## config.mk

```make
export PLATFORM = sky130hd
export DESIGN_NAME = key_tx_queue
export DESIGN_NICKNAME = d
export VERILOG_FILES = /design/src/rtl/key_tx_queue.sv
export SDC_FILE = /design/constraint.sdc
export NUM_CORES = 1
export LEC_CHECK = 0
export CAP_MARGIN = 0
export CORE_UTILIZATION = 43
export DETAILED_ROUTE_END_ITERATION = 7
export SLEW_MARGIN = 15
export SYNTH_ARGS = -nofsm -noshare
export SYNTH_HDL_FRONTEND = slang
export SYNTH_SLANG_ARGS = --single-unit
```

## constraint.sdc

```tcl
create_clock -name clk -period 3.5 [get_ports clk]
set_clock_uncertainty 0.2 [all_clocks]
set_input_delay 0.875 -clock clk [delete_from_list [all_inputs] [get_ports clk]]
set_output_delay 0.875 -clock clk [all_outputs]
set_load 0.05 [all_outputs]
```

## src/rtl/key_tx_queue.sv

```systemverilog
`default_nettype none
// ============================================================================
//  Module   : key_tx_queue
//  Purpose  : Keyboard-to-UART byte queue. Buffers ASCII keys in a FIFO,
//             expands cursor codes 0x80..0x83 into VT100 escape sequences
//             (ESC '[' 'A'..'D') and drives the async transmitter with a
//             start/busy handshake that cannot deadlock if busy is missed.
//  Options  : KEY_TX_CRLF_EN - when defined, a carriage return (0x0D) is
//             sent as the atomic pair 0x0D 0x0A.
//  Revision : 1.0 - initial release
// ============================================================================
module key_tx_queue #(
  parameter int DEPTH       = 16,  // FIFO entries, power of two, >= 2
  parameter int ACK_TIMEOUT = 4    // ack window after txStart, >= 2
) (
  input  logic       clk,
  input  logic       rst,        // asynchronous, active-low
  input  logic       keyValid,
  input  logic [7:0] keyCode,
  input  logic       txBusy,
  output logic       txStart,
  output logic [7:0] txData,
  output logic       full,
  output logic       empty,
  output logic [7:0] dropCount
);

  localparam int c_AW = $clog2(DEPTH);
  localparam int c_TW = $clog2(ACK_TIMEOUT + 1);
  localparam logic [c_AW:0]   c_DEPTH   = (c_AW + 1)'(DEPTH);
  // The START cycle is the first cycle of the ack window, so WAIT_ACK gives
  // up after ACK_TIMEOUT-1 further cycles without busy.
  localparam logic [c_TW-1:0] c_TO_EXIT = c_TW'(ACK_TIMEOUT - 2);

  typedef enum logic [2:0] {
    S_IDLE      = 3'd0,
    S_LOAD      = 3'd1,
    S_START     = 3'd2,
    S_WAIT_ACK  = 3'd3,
    S_WAIT_DONE = 3'd4
  } state_t;

  // FIFO storage and bookkeeping
  logic [7:0]      r_mem [DEPTH];
  logic [c_AW:0]   r_wr_ptr;
  logic [c_AW:0]   r_rd_ptr;
  logic [c_AW:0]   r_count;
  logic            r_full;
  logic            r_empty;
  logic [7:0]      r_drop;

  // Transmit sequencer
  state_t          r_state;
  logic [7:0]      r_cur;
  logic [1:0]      r_seq;
  logic [c_TW-1:0] r_to;
  logic            r_tx_start;
  logic [7:0]      r_tx_data;

  logic            w_push;
  logic            w_drop;
  logic            w_pop;
  logic [c_AW:0]   w_wr_inc;
  logic [c_AW:0]   w_rd_inc;
  logic [c_AW:0]   w_wr_nxt;
  logic [c_AW:0]   w_rd_nxt;
  logic [c_AW:0]   w_count_nxt;
  logic            w_cursor;
  logic            w_crlf;
  logic [1:0]      w_steps;
  logic            w_last;
  logic [7:0]      w_byte;

  // A key arriving while full is lost even if a pop happens the same cycle.
  assign w_push = keyValid && (r_count != c_DEPTH);
  assign w_drop = keyValid && (r_count == c_DEPTH);
  assign w_pop  = (r_state == S_IDLE) && !r_empty && !txBusy;

  assign w_wr_inc = r_wr_ptr + 1'b1;
  assign w_rd_inc = r_rd_ptr + 1'b1;
  assign w_wr_nxt = (w_wr_inc == c_DEPTH) ? '0 : w_wr_inc;
  assign w_rd_nxt = (w_rd_inc == c_DEPTH) ? '0 : w_rd_inc;

  // Next occupancy from the push/pop pair
  always_comb begin
    w_count_nxt = r_count;
    case ({w_push, w_pop})
      2'b10:   w_count_nxt = r_count + 1'b1;
      2'b01:   w_count_nxt = r_count - 1'b1;
      default: w_count_nxt = r_count;
    endcase
  end

  assign w_cursor = (r_cur[7:2] == 6'b100000);
`ifdef KEY_TX_CRLF_EN
  assign w_crlf   = (r_cur == 8'h0D);
`else
  assign w_crlf   = 1'b0;
`endif

  // Number of bytes the current code expands into
  always_comb begin
    w_steps = 2'd1;
    if (w_cursor)    w_steps = 2'd3;
    else if (w_crlf) w_steps = 2'd2;
  end

  assign w_last = (r_seq == (w_steps - 2'd1));

  // Byte to send for the current code and sequence step
  always_comb begin
    w_byte = r_cur;
    if (w_cursor) begin
      case (r_seq)
        2'd0:    w_byte = 8'h1B;
        2'd1:    w_byte = 8'h5B;
        default: w_byte = 8'h41 + {6'b000000, r_cur[1:0]};
      endcase
    end else if (w_crlf && (r_seq == 2'd1)) begin
      w_byte = 8'h0A;
    end
  end

  // FIFO data array; contents need no reset since occupancy guards reads
  always_ff @(posedge clk) begin
    if (w_push) r_mem[r_wr_ptr[c_AW-1:0]] <= keyCode;
  end

  // FIFO pointers, occupancy, flags and saturating drop counter
  always_ff @(posedge clk or negedge rst) begin
    if (!rst) begin
      r_wr_ptr <= '0;
      r_rd_ptr <= '0;
      r_count  <= '0;
      r_full   <= 1'b0;
      r_empty  <= 1'b1;
      r_drop   <= 8'h00;
    end else begin
      if (w_push) r_wr_ptr <= w_wr_nxt;
      if (w_pop)  r_rd_ptr <= w_rd_nxt;
      r_count <= w_count_nxt;
      r_full  <= (w_count_nxt == c_DEPTH);
      r_empty <= (w_count_nxt == '0);
      if (w_drop && (r_drop != 8'hFF)) r_drop <= r_drop + 1'b1;
    end
  end

  // Transmit sequencer with registered start/data outputs
  always_ff @(posedge clk or negedge rst) begin
    if (!rst) begin
      r_state    <= S_IDLE;
      r_cur      <= 8'h00;
      r_seq      <= 2'd0;
      r_to       <= '0;
      r_tx_start <= 1'b0;
      r_tx_data  <= 8'h00;
    end else begin
      case (r_state)
        S_IDLE: begin
          r_tx_start <= 1'b0;
          if (w_pop) begin
            r_cur   <= r_mem[r_rd_ptr[c_AW-1:0]];
            r_seq   <= 2'd0;
            r_state <= S_LOAD;
          end
        end
        S_LOAD: begin
          r_tx_data  <= w_byte;
          r_tx_start <= 1'b1;
          r_state    <= S_START;
        end
        S_START: begin
          r_tx_start <= 1'b0;
          r_to       <= '0;
          r_state    <= S_WAIT_ACK;
        end
        S_WAIT_ACK: begin
          if (txBusy || (r_to == c_TO_EXIT)) r_state <= S_WAIT_DONE;
          else                               r_to    <= r_to + 1'b1;
        end
        S_WAIT_DONE: begin
          if (!txBusy) begin
            if (w_last) begin
              r_state <= S_IDLE;
            end else begin
              r_seq   <= r_seq + 2'd1;
              r_state <= S_LOAD;
            end
          end
        end
        default: begin
          r_tx_start <= 1'b0;
          r_state    <= S_IDLE;
        end
      endcase
    end
  end

  assign txStart   = r_tx_start;
  assign txData    = r_tx_data;
  assign full      = r_full;
  assign empty     = r_empty;
  assign dropCount = r_drop;

endmodule
`default_nettype wire
```

==> flow_metrics.py <==
metrics = {
    "clock_network": {
        "cts_num_sinks": 178,
        "clkSlewWorstSetupHoldPaths_ns": 0.07,
        "cts_buffers": 17,
        "cts-root-buf": "clkbuf_16",
        "clockBufferDepth": 2,
        "htreeDepth": 4,
        "clk_latency_ns": 0.42,
        "cts_tree": "built",
    },
    "global_route": {
        "antenna_found_initial": 0,
        "grt_pass1_wl_mm": 22.5,
        "grt_pass1_vias": 4133,
        "track_usage_pct": 17.0,
        "grt-ovfl-total": 0,
        "grt_max_degree": 37,
    },
    "critical_path": {
        "path_max_fanout": 19,
        "crit_top_cell": "or3_1",
        "start_kind": "primary input",
        "critPathKind": "primary input to flop",
        "slowest_delay_ns": 0.42,
        "cpMaxStageDelayCell": "clkdlybuf4s50_1",
        "endpoint_kind": "flop",
        "cp_data_arrival_time_ns": 3.50,
        "crit_chain": "clkdlybuf4s50_1, or3_1, or3_1, buf_4, inv_1, ha_2, a211oi_2, o31ai_2, a21oi_2, xor2_2, nor3b_2",
        "required_ns": 3.64,
    },
    "synthesis": {
        "synth-main-ff-cell": "edfxtp_1",
        "ys_ff_latch": 178,
        "syn-num-nets": 493,
        "postSynthCellCount": 466,
        "synth_edf_count": 128,
        "synth_top_area_share_pct": 51.3,
        "async_flop_share_pct": 28.1,
        "synth_largest_area_cell": "edfxtp_1",
        "syn_area_mm2": 0.00749,
        "synth.avg_cell_area_um2": 16.1,
        "synth_area_leaders": "edfxtp_1 51%, dfrtp_1 16%, mux4_2 12%, nand2_1 3.0%, ha_1 2.5%",
        "synth_seq_area_share_pct": 68.0,
        "ys_types": 58,
        "ys_warn_count": 0,
    },
    "routing": {
        "drcViolationCount": 0,
        "drt_iter0_markers": 302,
        "dr.pass1.iters": 4,
        "drtAntennaViolNets": 0,
        "viasPerCell": 5.38,
        "vias": 4072,
        "drt_wl_total_mm": 14.1,
        "avgRoutedWirePerCell_um": 18.7,
    },
    "floorplanning": {
        "start_util_pct": 44.5,
        "die_area_mm2": 0.0180,
        "num_rows": 47,
        "ios": 31,
        "dieWidth_um": 134,
        "design.core.area_mm2": 0.0168,
        "die_h_um": 134,
    },
    "timing": {
        "maxSlewHeadroom_pct": 47.3,
        "worst_pin_slew_ns": 0.790,
        "fmax_mhz": 298,
        "whs_ns": 0.265,
        "finalCritPeriodShare_pct": 95.8,
        "hold_viol_final": 0,
        "fin_crit_ns": 3.35,
        "setup_violations": 0,
        "drv_slew": 0,
    },
    "layout": {
        "layout.nets": 551,
        "nFillCells": 1388,
        "final_layout_size_suffix_gt1_share_pct": 22.7,
        "layout_common_cells": "128 x edfxtp_1, 60 x nand2_1, 48 x dfrtp_1",
        "multi_input_area_mm2": 0.00228,
        "syn_to_final_growth_pct": 18.2,
        "ff_latch_area_mm2": 0.00510,
        "final_common_cell": "edfxtp_1",
        "num_antenna_cells": 0,
    },
    "placement": {
        "io_buffers": 30,
        "hpwl_mm": 9.51,
        "place_congestion": 0.778,
    },
    "power": {
        "max-vdd-ir-drop_mv": 0.399,
        "p_per_area_mw_per_mm2": 795,
        "cellLeakagePower_uw": 0.00324,
        "power.total_uw": 7040,
    },
    "flow_run": {
        "drv_cap": 0,
    },
    "run_status": {
        "status": "completed",
    },
    "worst_hold_path": {
        "hp-class": "flop to flop",
    },
}
kinds of logic after synthesis:
group | after synthesis | synth area share (%)
mux | 47 | 13.0
xor+xnor | 17 | 2.09
simple gates | 135 | 8.77
flops | 178 | 68.0
buf+inv | 32 | 1.67
compound gates | 42 | 3.91
fa+ha+maj | 15 | 2.51
layout make-up:
cell class                      instances  area share [%]
Tap cell                              220            3.11
Sequential cell                       178            57.6
Multi-Input combinational cell        256            25.8
Timing Repair Buffer                   60            6.02
Inverter                               11           0.466
Clock buffer                           17            4.81
Clock inverter                         15            2.20
synthesized netlist by cell type (5+ instances only):
cell / n
nand2b_1: 6
xor2_1: 5
inv_1: 10
nand2_1: 60
nor2_1: 21
xnor2_1: 11
nor3_1: 9
dfrtp_1: 49
nand4_1: 6
ha_1: 15
clkbuf_1: 16
o21ai_0: 15
nand3_1: 5
mux4_2: 40
edfxtp_1: 128
a21oi_1: 5
power breakdown:
| part | switching, uW | total (uW) | internal [uW] |
|---|---|---|---|
| Combinational | 1080 | 2100 | 1010 |
| Clock | 832 | 1980 | 1150 |
| Sequential | 360 | 2960 | 2600 |
| Total | 2270 | 7040 | 4760 |
per-layer routing:
layer	global-route usage [%]	wire, um
met5	0	0
met4	5.43	103
met3	3.63	638
met2	27.9	7110
met1	22.7	6300
sequential cells by signal, indices dropped and copies added, names as in the netlist:
| signal | cells |
|---|---|
| txData | 8 |
| r_wr_ptr | 5 |
| empty | 1 |
| r_state | 3 |
| r_rd_ptr | 5 |
| txStart | 1 |
| dropCount | 8 |
| r_seq | 2 |
| r_count | 5 |
| r_to | 3 |
| r_mem | 128 |
| r_cur | 8 |
| full | 1 |
path summary, 6_finish.rpt:
check	to	depth (start not counted)	slack (ns)	from
max	full$_DFF_PN0_	11	0.15	txBusy
min	txData[1]$_DFFE_PN0P_	2	0.27	txData[1]$_DFFE_PN0P_
max reg2reg	full$_DFF_PN0_	10	0.51	r_state[1]$_DFFE_PN0P_
min reg2reg	txData[1]$_DFFE_PN0P_	2	0.27	txData[1]$_DFFE_PN0P_
max in group asynchronous	empty$_DFF_PN1_	2	2.03	rst
min in group asynchronous	r_to[2]$_DFFE_PN0P_	1	0.29	rst
what timing repair did:
action | CTS | global route
setup buffers | 0 | 0
gates resized for setup | 0 | 4
setup endpoints to repair | 0 | 2
hold buffers | 0 | 0
hold endpoints to repair | 0 | 0
stage by stage:
step | setup WS [ns] | TNS (ns) | cells | instance area (um2) | util, %
after floorplan | 0.0768 | 0 | 466 | 7490 | -
after global placement | -0.207 | -0.434 | 725 | 8220 | 48.9
after detailed placement | -0.311 | -0.762 | 725 | 8220 | 48.9
after CTS | 0.119 | 0 | 757 | 8840 | 52.5
after global routing | -0.0259 | -0.0259 | 757 | 8850 | 52.6
final | 0.148 | 0 | 757 | 8850 | 52.6
worst max-delay path: cells and delay by family:
kind / cells / cell delay, ns
compound gates: 3 / 0.51
xor+xnor: 1 / 0.18
fa+ha+maj: 1 / 0.30
buf+inv: 3 / 0.74
simple gates: 3 / 0.89
Power figures use the tool's default switching activity.
